$ cat src/rtl/fetch_unit_if.sv
// Fetch unit bus: instruction-memory request/response, decoder handshake and redirect.
// master = fetch unit side, slave = memory/decoder/branch-resolve side.
interface fetch_unit_if #(
    parameter int unsigned XLEN = 32
);
    logic            o_imem_req_valid;
    logic [XLEN-1:0] o_imem_addr;
    logic            i_imem_req_ready;
    logic            i_imem_rsp_valid;
    logic [XLEN-1:0] i_imem_rsp_data;
    logic [XLEN-1:0] o_instr;
    logic [XLEN-1:0] o_pc;
    logic            o_valid;
    logic            i_ready;
    logic            i_redirect_valid;
    logic [XLEN-1:0] i_redirect_pc;

    modport master (
        output o_imem_req_valid, o_imem_addr, o_instr, o_pc, o_valid,
        input  i_imem_req_ready, i_imem_rsp_valid, i_imem_rsp_data, i_ready,
               i_redirect_valid, i_redirect_pc
    );

    modport slave (
        input  o_imem_req_valid, o_imem_addr, o_instr, o_pc, o_valid,
        output i_imem_req_ready, i_imem_rsp_valid, i_imem_rsp_data, i_ready,
               i_redirect_valid, i_redirect_pc
    );
endinterface

$ cat src/rtl/fetch_unit.sv
// Fetch stage: sequential PC generation, credit-limited imem requests, in-order response FIFO.
// Optional performance counters are enabled by defining FETCH_PERF_EN.
module fetch_unit_chk (
    input  logic clk,
    input  logic rst_n,
    input  logic rsp_valid_i,
    input  logic out_nz_i,
    input  logic push_try_i,
    input  logic full_i
);
    // Memory protocol sanity: no unsolicited responses, no push beyond capacity.
    a_rsp_solicited: assert property (@(posedge clk) disable iff (!rst_n) rsp_valid_i |-> out_nz_i);
    a_no_overflow:   assert property (@(posedge clk) disable iff (!rst_n) push_try_i |-> !full_i);
endmodule

module fetch_unit #(
    parameter int unsigned     XLEN       = 32,
    parameter logic [XLEN-1:0] RESET_PC   = {XLEN{1'b0}},
    parameter int unsigned     FIFO_DEPTH = 4
) (
    input  logic         clk,
    input  logic         rst_n,
    fetch_unit_if.master bus
`ifdef FETCH_PERF_EN
    ,
    output logic [31:0]  o_perf_fetched,
    output logic [31:0]  o_perf_bubbles
`endif
);
    localparam int unsigned     PW      = $clog2(FIFO_DEPTH);
    localparam int unsigned     CW      = PW + 1;
    localparam logic [CW-1:0]   DEPTH_C = CW'(FIFO_DEPTH);
    localparam logic [CW-1:0]   ZERO_C  = {CW{1'b0}};
    localparam logic [XLEN-1:0] STEP_C  = XLEN'(32'd4);

    logic            run_q;
    logic [XLEN-1:0] fetch_pc_q, fetch_pc_d;
    logic [XLEN-1:0] rsp_pc_q, rsp_pc_d;
    logic [CW-1:0]   out_q, out_d;
    logic [CW-1:0]   drop_q, drop_d;
    logic [CW-1:0]   cnt_q, cnt_d;
    logic [PW-1:0]   rd_q, rd_d;
    logic [PW-1:0]   wr_q, wr_d;
    logic [XLEN-1:0] instr_mem_q [FIFO_DEPTH];
    logic [XLEN-1:0] pc_mem_q    [FIFO_DEPTH];

    logic            redir_s;
    logic [XLEN-1:0] redir_pc_s;
    logic [CW:0]     credit_s;
    logic            req_valid_s;
    logic            fire_s;
    logic            rsp_ok_s;
    logic            drop_s;
    logic            push_s;
    logic            valid_s;
    logic            pop_s;

    assign redir_s     = bus.i_redirect_valid;
    assign redir_pc_s  = {bus.i_redirect_pc[XLEN-1:2], 2'b00};
    // Buffered plus in-flight words may never exceed the FIFO, so every response has a slot.
    assign credit_s    = {1'b0, cnt_q} + {1'b0, out_q};
    assign req_valid_s = run_q && (credit_s < {1'b0, DEPTH_C}) && !redir_s;
    assign fire_s      = req_valid_s && bus.i_imem_req_ready;
    assign rsp_ok_s    = bus.i_imem_rsp_valid && (out_q != ZERO_C);
    assign drop_s      = rsp_ok_s && (drop_q != ZERO_C);
    assign push_s      = rsp_ok_s && !drop_s && (cnt_q != DEPTH_C) && !redir_s;
    assign valid_s     = (cnt_q != ZERO_C) && !redir_s;
    assign pop_s       = valid_s && bus.i_ready;

    always_comb begin
        fetch_pc_d = fetch_pc_q;
        rsp_pc_d   = rsp_pc_q;
        out_d      = out_q;
        drop_d     = drop_q;
        cnt_d      = cnt_q;
        rd_d       = rd_q;
        wr_d       = wr_q;
        if (redir_s) begin
            // Everything still in flight becomes stale and is dropped on return.
            fetch_pc_d = redir_pc_s;
            rsp_pc_d   = redir_pc_s;
            out_d      = out_q - CW'(rsp_ok_s);
            drop_d     = out_q - CW'(rsp_ok_s);
            cnt_d      = ZERO_C;
            rd_d       = {PW{1'b0}};
            wr_d       = {PW{1'b0}};
        end else begin
            out_d = out_q + CW'(fire_s) - CW'(rsp_ok_s);
            cnt_d = cnt_q + CW'(push_s) - CW'(pop_s);
            if (fire_s) begin
                fetch_pc_d = fetch_pc_q + STEP_C;
            end else begin
                fetch_pc_d = fetch_pc_q;
            end
            if (drop_s) begin
                drop_d = drop_q - CW'(1'b1);
            end else begin
                drop_d = drop_q;
            end
            if (push_s) begin
                rsp_pc_d = rsp_pc_q + STEP_C;
                wr_d     = wr_q + PW'(1'b1);
            end else begin
                rsp_pc_d = rsp_pc_q;
                wr_d     = wr_q;
            end
            if (pop_s) begin
                rd_d = rd_q + PW'(1'b1);
            end else begin
                rd_d = rd_q;
            end
        end
    end

    always_ff @(posedge clk or negedge rst_n) begin
        if (!rst_n) begin
            run_q      <= 1'b0;
            fetch_pc_q <= RESET_PC;
            rsp_pc_q   <= RESET_PC;
            out_q      <= ZERO_C;
            drop_q     <= ZERO_C;
            cnt_q      <= ZERO_C;
            rd_q       <= {PW{1'b0}};
            wr_q       <= {PW{1'b0}};
        end else begin
            run_q      <= 1'b1;
            fetch_pc_q <= fetch_pc_d;
            rsp_pc_q   <= rsp_pc_d;
            out_q      <= out_d;
            drop_q     <= drop_d;
            cnt_q      <= cnt_d;
            rd_q       <= rd_d;
            wr_q       <= wr_d;
        end
    end

    always_ff @(posedge clk) begin
        if (push_s) begin
            instr_mem_q[wr_q] <= bus.i_imem_rsp_data;
            pc_mem_q[wr_q]    <= rsp_pc_q;
        end
    end

    assign bus.o_imem_req_valid = req_valid_s;
    assign bus.o_imem_addr      = fetch_pc_q;
    assign bus.o_valid          = valid_s;
    assign bus.o_instr          = instr_mem_q[rd_q];
    assign bus.o_pc             = pc_mem_q[rd_q];

`ifdef FETCH_PERF_EN
    logic [31:0] fetched_q;
    logic [31:0] bubbles_q;

    // Decoder-side throughput counters; they wrap naturally at 2^32.
    always_ff @(posedge clk or negedge rst_n) begin
        if (!rst_n) begin
            fetched_q <= 32'h0;
            bubbles_q <= 32'h0;
        end else begin
            fetched_q <= fetched_q + 32'(pop_s);
            bubbles_q <= bubbles_q + 32'(bus.i_ready && !valid_s);
        end
    end

    assign o_perf_fetched = fetched_q;
    assign o_perf_bubbles = bubbles_q;
`endif

    fetch_unit_chk u_chk (
        .clk         (clk),
        .rst_n       (rst_n),
        .rsp_valid_i (bus.i_imem_rsp_valid),
        .out_nz_i    (out_q != ZERO_C),
        .push_try_i  (rsp_ok_s && !drop_s && !redir_s),
        .full_i      (cnt_q == DEPTH_C)
    );
endmodule

$ cat src/flat_wrapper.sv
// flat-port wrapper written by rule: the top's interface ports become plain ports
module fetch_unit_flat 
#(
    parameter int unsigned     XLEN       = 32,
    parameter logic [XLEN-1:0] RESET_PC   = {XLEN{1'b0}},
    parameter int unsigned     FIFO_DEPTH = 4
)
  (clk, rst_n, bus_o_imem_req_valid, bus_o_imem_addr, bus_o_instr, bus_o_pc, bus_o_valid, bus_i_imem_req_ready, bus_i_imem_rsp_valid, bus_i_imem_rsp_data, bus_i_ready, bus_i_redirect_valid, bus_i_redirect_pc);
  fetch_unit_if #(.XLEN(XLEN)) bus_i ();
  input  logic clk;
  input  logic rst_n;
  output wire logic [$bits(bus_i.o_imem_req_valid)-1:0] bus_o_imem_req_valid;
  output wire logic [$bits(bus_i.o_imem_addr)-1:0] bus_o_imem_addr;
  output wire logic [$bits(bus_i.o_instr)-1:0] bus_o_instr;
  output wire logic [$bits(bus_i.o_pc)-1:0] bus_o_pc;
  output wire logic [$bits(bus_i.o_valid)-1:0] bus_o_valid;
  input wire logic [$bits(bus_i.i_imem_req_ready)-1:0] bus_i_imem_req_ready;
  input wire logic [$bits(bus_i.i_imem_rsp_valid)-1:0] bus_i_imem_rsp_valid;
  input wire logic [$bits(bus_i.i_imem_rsp_data)-1:0] bus_i_imem_rsp_data;
  input wire logic [$bits(bus_i.i_ready)-1:0] bus_i_ready;
  input wire logic [$bits(bus_i.i_redirect_valid)-1:0] bus_i_redirect_valid;
  input wire logic [$bits(bus_i.i_redirect_pc)-1:0] bus_i_redirect_pc;
  assign bus_o_imem_req_valid = bus_i.o_imem_req_valid;
  assign bus_o_imem_addr = bus_i.o_imem_addr;
  assign bus_o_instr = bus_i.o_instr;
  assign bus_o_pc = bus_i.o_pc;
  assign bus_o_valid = bus_i.o_valid;
  assign bus_i.i_imem_req_ready = bus_i_imem_req_ready;
  assign bus_i.i_imem_rsp_valid = bus_i_imem_rsp_valid;
  assign bus_i.i_imem_rsp_data = bus_i_imem_rsp_data;
  assign bus_i.i_ready = bus_i_ready;
  assign bus_i.i_redirect_valid = bus_i_redirect_valid;
  assign bus_i.i_redirect_pc = bus_i_redirect_pc;
  fetch_unit #(.XLEN(XLEN), .RESET_PC(RESET_PC), .FIFO_DEPTH(FIFO_DEPTH)) u_core (.clk(clk), .rst_n(rst_n), .bus(bus_i));
endmodule
$ cat config.mk
export PLATFORM = sky130hd
export DESIGN_NAME = fetch_unit_flat
export DESIGN_NICKNAME = d
export VERILOG_FILES = /design/src/rtl/fetch_unit_if.sv /design/src/rtl/fetch_unit.sv /design/src/flat_wrapper.sv
export SDC_FILE = /design/constraint.sdc
export NUM_CORES = 1
export LEC_CHECK = 0
export ABC_AREA = 0
export CAP_MARGIN = 20
export CORE_ASPECT_RATIO = 2
export CORE_MARGIN = 3
export CORE_UTILIZATION = 41
export CTS_CLUSTER_DIAMETER = 200
export CTS_CLUSTER_SIZE = 30
export DETAILED_ROUTE_END_ITERATION = 12
export GPL_TIMING_DRIVEN = 0
export PLACE_DENSITY = 0.64
export SYNTH_ARGS = -nofsm -noshare
export SYNTH_HDL_FRONTEND = slang
export SYNTH_SLANG_ARGS = --single-unit
$ cat constraint.sdc
create_clock -name clk -period 4.5 [get_ports clk]
set_input_delay 0.9 -clock clk [delete_from_list [all_inputs] [get_ports clk]]
set_output_delay 0.9 -clock clk [all_outputs]
set_load 0.05 [all_outputs]
# --- Yosys cells after proc, flatten, opt, wreduce, memory -nomap -nowiden ---
# Memories as Yosys holds them, arrays and structs flattened.
# Index checks and enable logic that the tools add are counted.
totals:
  ff_bits: 78
  latchBits: 0
  mem_bits_rw: 256
  rom_bits: 0
  out_inout_bits: 98
  elab_cells: 56
  memories: 2
classes:
  n_addsub: 11
  mul: 0
  n_div: 0
  order_cmp: 1
  n_eq_ne: 1
  shifts: 0
  n_mux: 14
  n_bitwise: 0
  reduce_logical: 19
memory_table:
  columns: ["memory", "words", "width", "read_ports", "rd_clocked_by_memory_dff", "write_ports", "line_no", "source"]
  rows:
  - ["u_core.instr_mem_q", 4, 32, 1, 0, 1, "fetch_unit.sv:44", "logic [XLEN-1:0] instr_mem_q [FIFO_DEPTH];"]
  - ["u_core.pc_mem_q", 4, 32, 1, 0, 1, "fetch_unit.sv:45", "logic [XLEN-1:0] pc_mem_q [FIFO_DEPTH];"]
ops:
  columns: ["cell", "count"]
  rows:
  - ["32-bit 2-to-1 mux", 4]
  - ["32-bit by 3-bit adder with 32-bit output (second input constant)", 2]
  - ["3-bit 2-to-1 mux", 4]
  - ["1-bit logical AND", 10]
  - ["3-bit nonzero test", 3]
  - ["3-bit by 1-bit subtractor with 3-bit output", 3]
  - ["2-bit 2-to-1 mux", 4]
  - ["2-bit nonzero test", 4]
  - ["3-bit by 1-bit adder with 3-bit output", 2]
  - ["2-bit by 1-bit adder with 2-bit output (second input constant)", 2]
  - ["3-bit by 3-bit adder with 4-bit output", 1]
  - ["4-bit by 3-bit < comparator with 1-bit output (second input constant)", 1]
  - ["3-bit != test (second input constant)", 1]
  - ["3-bit by 1-bit subtractor with 3-bit output (second input constant)", 1]
  - ["1-bit zero test", 2]
  - ["1-bit 2-to-1 mux", 2]

# --- Logic depth before layout (Yosys ltp) ---
logic_depth:
  word_depth: 10
  ltp_mapped: 11
  ltp_nobuf: 10

# --- Worst setup path after synthesis ---
# Ideal clock, no wire load.
synth_timing:
  kind: "input to register"
  start: "input bus_i_redirect_valid"
  end: "memory u_core.instr_mem_q[0][0], enable pin"
  setup_time_ns: 0.427
  t_arrival_ns: 2.990
  required_time_ns: 4.073
  path_slack_ns: 1.084
  path_stages: 4
  path_buffers: 2
  path_cell_list: "clkbuf_1 clkbuf_1 nor2_1 and2_1"
synth_via:
  elab_chain_cells: 4
synth_lines:
  columns: ["item", "line_no", "source"]
  rows:
  - ["start: declaration", "flat_wrapper.sv:21", "input wire logic [$bits(bus_i.i_redirect_valid)-1:0] bus_i_redirect_valid;"]
  - ["1-bit zero test", "fetch_unit.sv:66", "assign push_s = rsp_ok_s && !drop_s && (cnt_q != DEPTH_C) && !redir_s;"]
  - ["1-bit logical AND", "fetch_unit.sv:66", null]
  - ["1-bit 2-to-1 mux", "fetch_unit.sv:138", "if (push_s) begin"]
  - ["1-bit 2-to-1 mux (not written as such)", "fetch_unit.sv:139", "instr_mem_q[wr_q] <= bus.i_imem_rsp_data;"]
  - ["end: declaration", "fetch_unit.sv:44", null]
# Every way passes these cells.

# --- Worst setup path after layout ---
layout_timing:
  start: "register u_core.rd_q[1]"
  end: "output bus_o_pc[22]"
layout_via:
  elab_chain_cells: 1
layout_lines:
  columns: ["item", "line_no", "source"]
  rows:
  - ["start: declaration", "fetch_unit.sv:42", "logic [PW-1:0] rd_q, rd_d;"]
  - ["start signal: assignment", "fetch_unit.sv:123", "rd_q <= {PW{1'b0}};"]
  - ["start signal: assignment", "fetch_unit.sv:132", "rd_q <= rd_d;"]
  - ["memory read 4 x 32 bit", null, null]
  - ["end: declaration", "flat_wrapper.sv:15", "output wire logic [$bits(bus_i.o_pc)-1:0] bus_o_pc;"]
# Every way passes these cells.

==> metrics.md <==
| Metric | Value |
|---|---|
| Status | `finished, final reports clean` |
| Vias in the first global route | `approximately 7900` |
| Setup violations, final | `0` |
| Cells along the critical path | `clkbuf_1, clkbuf_1, mux4_2, clkdlybuf4s50_1` |
| Setup Buffers After CTS | `0` |
| Avg Cell Area, Syn | `17.07 um^2` |
| CP max FO | `10` |
| CP required | `3.60 ns` |
| Top cell by count, worst path | `clkbuf_1` |
| Ys flop type | `edfxtp_1` |
| M2 GR Usage | `31.84%` |
| Clock buffer depth | `3` |
| Via-per-instance ratio | `5.385` |
| CP top delay family | `buffers and inverters` |
| GR peak layer | `met2` |
| Clock transition at path regs | `between 0.1 and 0.15 ns` |
| XOR/XNOR share of the synthesized area | `about 2.6%` |
| H-tree Lvls | `1` |
| Hold_ws | `approximately 0.24 ns` |
| GRT met1 Usage | `19.65%` |
| Mux contribution to synthesized area | `between 10% and 20%` |
| R2R setup slack | `approximately 1.7 ns` |
| Non-filler cells in the finished layout | `approximately 1400` |
| DP Worst Slack | `-0.1890 ns` |
| Commonest non-fill, non-tap cell in the layout | `edfxtp_1` |
| FF-to-FF Start | `u_core.drop_q[0]` |
| RSZ-0062 raised after global routing | `false` |
| FF-to-FF path depth | `7` |
| Switching Fraction | `about a third` |
| Adder-cell area share of the yosys netlist | `about 1.8%` |
| Final Max Tran Viols | `0` |
| Critical path type | `reg2out` |
| Port bufs | `approximately 160` |
| Nets@finish | `1053` |
| Slew margin rel. | `approximately 48%` |
| Met3 usage | `~1.6%` |
| Final hold violations | `0` |
| Sw Pwr | `~0.0026 W` |
| Antenna diodes | `0` |
| Post-route ant nets | `0` |
| Initial Util | `41.95%` |
| Worst VDD drop | `~0.26 mV` |
| DP HPWL | `between 20000 and 25000 um` |
| Synth Cell Area | `13330 um^2` |
| Inst Count DP | `approximately 1400` |
| Cells after Synth | `between 700 and 800` |
| Core Region | `~32000 um^2` |
| Clk pwr share | `~20%` |
| Total GRT Usage | `between 10% and 20%` |
| Post-synthesis sequential area ratio | `a little over two thirds` |
| F_max | `approximately 240 MHz` |
| Yosys cell types | `60` |
| DRC Markers | `0` |
| CTS Hold Bufs | `0` |
| Worst skew pair latency | `about 0.5 ns` |
| Main combinational cell family by area after synthesis | `multiplexers` |
| Pre-antenna DRT Iters | `5` |
| Bufs and invs on worst path | `3` |
| Die H | `261.0 um` |
| Die area | `about 35000 um^2` |
| TritonCTS Buffers | `14` |
| Final Critical Period | `4.096 ns` |
| Setup crit end kind | `output pin` |
| Part of the cycle the worst path needs | `91.02%` |
| Max cap viols | `0` |
| First-pass GRT wire length | `between 40000 and 50000 um` |
| IO Pins | `between 150 and 200` |
| Number of antenna violations at the first check in global routing | `0` |
| Aggregate routed wire length | `29830 um` |
| Global placer's final weighted congestion | `just under 0.9` |
| Leak Pwr | `5.370 nW` |
| Chip width | `133.5 um` |
| Crit start category | `flop` |
| Most frequent cells in the layout | `edfxtp_1 (248), clkdlybuf4s50_1 (160), dfrtp_1 (74)` |
| Util after Layout | `between 50% and 60%` |
| FF+latch count, synth | `about 320` |
| Grt total ovfl | `0` |
| Reg power frac | `a little under half` |
| Site row count | `92` |
| Setup ws final | `0.4042 ns` |
| Min-Delay Path Class | `in2async` |
| Total number of vias | `between 7000 and 8000` |
| Critical path's slowest cell | `clkdlybuf4s50_1` |
| Pin count of the biggest net entering global routing | `around 60` |
| Largest stage delay, worst path | `a little over 0.8 ns` |
| Async set-or-reset flop fraction in the synthesized netlist | `between 20% and 30%` |
| Layout cells sized above 1 | `13.98%` |
| Comb power frac | `between 30% and 40%` |
| Yosys warns | `0` |
| CTS Sinks | `approximately 320` |
| Clock skew | `between 0.015 and 0.02 ns` |
| Capturing point of the worst reg2reg path | `u_core.instr_mem_q[0][17]` |
| Post-synthesis simple-gate area fraction | `about 8%` |
| Cell internal pwr | `0.005018 W` |
| Drt wl/cell | `21.37 um` |
| Fraction of the mapped netlist area in compound gates | `between 4 and 5%` |
| Synth-to-Final Area Change | `20.21%` |
| Worst-margin pin slew | `roughly 0.77 ns` |
| CTS tree | `built` |
| DRT iter0 DRCs | `between 500 and 600` |
| Total negative slack | `0 ns` |
| Number of flops mapped to enable cells by yosys | `roughly 250` |
| Pwr per Cell Area | `about 480 nW/um^2` |
| Crit path DAT | `between 3 and 4 ns` |
| Root Buffer | `clkbuf_16` |
## worst register-to-register path: cells and delay by family, from the launching register on
kind,cells,cell delay [ns]
DFF,1,0.41
buffers and inverters,2,0.38
and+or+nand+nor,4,1.57
adders and majority gates,1,0.13
## power groups by stage
stage                     clock [W]  sequential [W]  combinational (W)
after floorplan                   0         0.00372            0.00166
after global placement            0         0.00364            0.00254
after detailed placement          0         0.00364            0.00257
after CTS                   0.00157         0.00358            0.00257
after global routing        0.00165         0.00361            0.00269
final                       0.00151         0.00358            0.00252
## state kept, by name, indices dropped and copies added, names as in the netlist
signal,count
u_core.bus.o_imem_addr,30
u_core.cnt_q,3
u_core.drop_q,3
u_core.instr_mem_q,128
u_core.out_q,3
u_core.pc_mem_q,120
u_core.rd_q,2
u_core.rsp_pc_q,30
u_core.run_q,1
u_core.wr_q,2
## per-layer routing
metal / share of wire [%] / routed length, um
met5: 0 / 0
met4: 4.0 / 1193
met3: 3.1 / 914
met2: 55 / 16540
met1: 37 / 11180
## repair_timing
item                       in CTS  in global routing
gates resized for setup         1                  0
setup endpoints to repair       1                  1
pin swaps                       0                  0
hold endpoints to repair        0                  0
## cell families after synthesis
logic type	Yosys count
AOI/OAI and AO/OA	89
buffers and inverters	56
xor gates and xnor gates	39
muxes	75
and+or+nand+nor	180
other	2
DFF	322
adders and majority gates	18
## worst max path at each step
stage,endpoint,startpoint,slack (ns),depth (start not counted)
after global routing,bus_o_pc[22],u_core.rd_q[0],0.21,4
after CTS,bus_o_valid,bus_i_redirect_valid,0.05,6
after floorplan,u_core.instr_mem_q[0][0],bus_i_redirect_valid,1.08,4
after detailed placement,bus_o_valid,bus_i_redirect_valid,-0.19,6
after global placement,u_core.instr_mem_q[1][26],bus_i_redirect_valid,-1.11,5
final,bus_o_pc[22],u_core.rd_q[1],0.40,4
## layout make-up
cell class                      count  area, um^2
Fill cell                        2762       15750
Sequential cell                   322        9299
Multi-Input combinational cell    406        3789
Timing Repair Buffer              166        1732
Tap cell                          423       529.3
Clock buffer                       23       405.4
Buffer                             32       173.9
Inverter                           23       86.33
Clock inverter                      1       8.758
## synth_stat cells (7+ instances only)
master      n  share of area [%]
mux4_2     62                 10
xnor2_1    17                1.1
and2_1      7               0.33
and3_1     11               0.52
o31a_1      7               0.46
mux2_2     10               0.84
edfxtp_1  248                 56
xor2_1     22                1.4
a21oi_1     9               0.34
clkbuf_1   15               0.42
inv_1      20               0.56
dfrtp_1    74                 14
o21ai_0    38                1.4
nand3_1    21               0.79
nand4_1    19               0.89
ha_1       16                1.5
buf_2       8               0.30
nor2_1     24               0.68
nand2_1    48                1.4
o211ai_1   10               0.56
a31oi_1     8               0.38
## stage by stage
step / instance area (um^2) / total power, W
4_1_cts: 16030 / 0.007723
6_report: 16020 / 0.007614
2_1_floorplan: 13340 / 0.005375
5_1_grt: 16020 / 0.007941
3_3_place_gp: 15480 / 0.006178
3_5_place_dp: 15610 / 0.006210
Power figures use the tool's default switching activity.
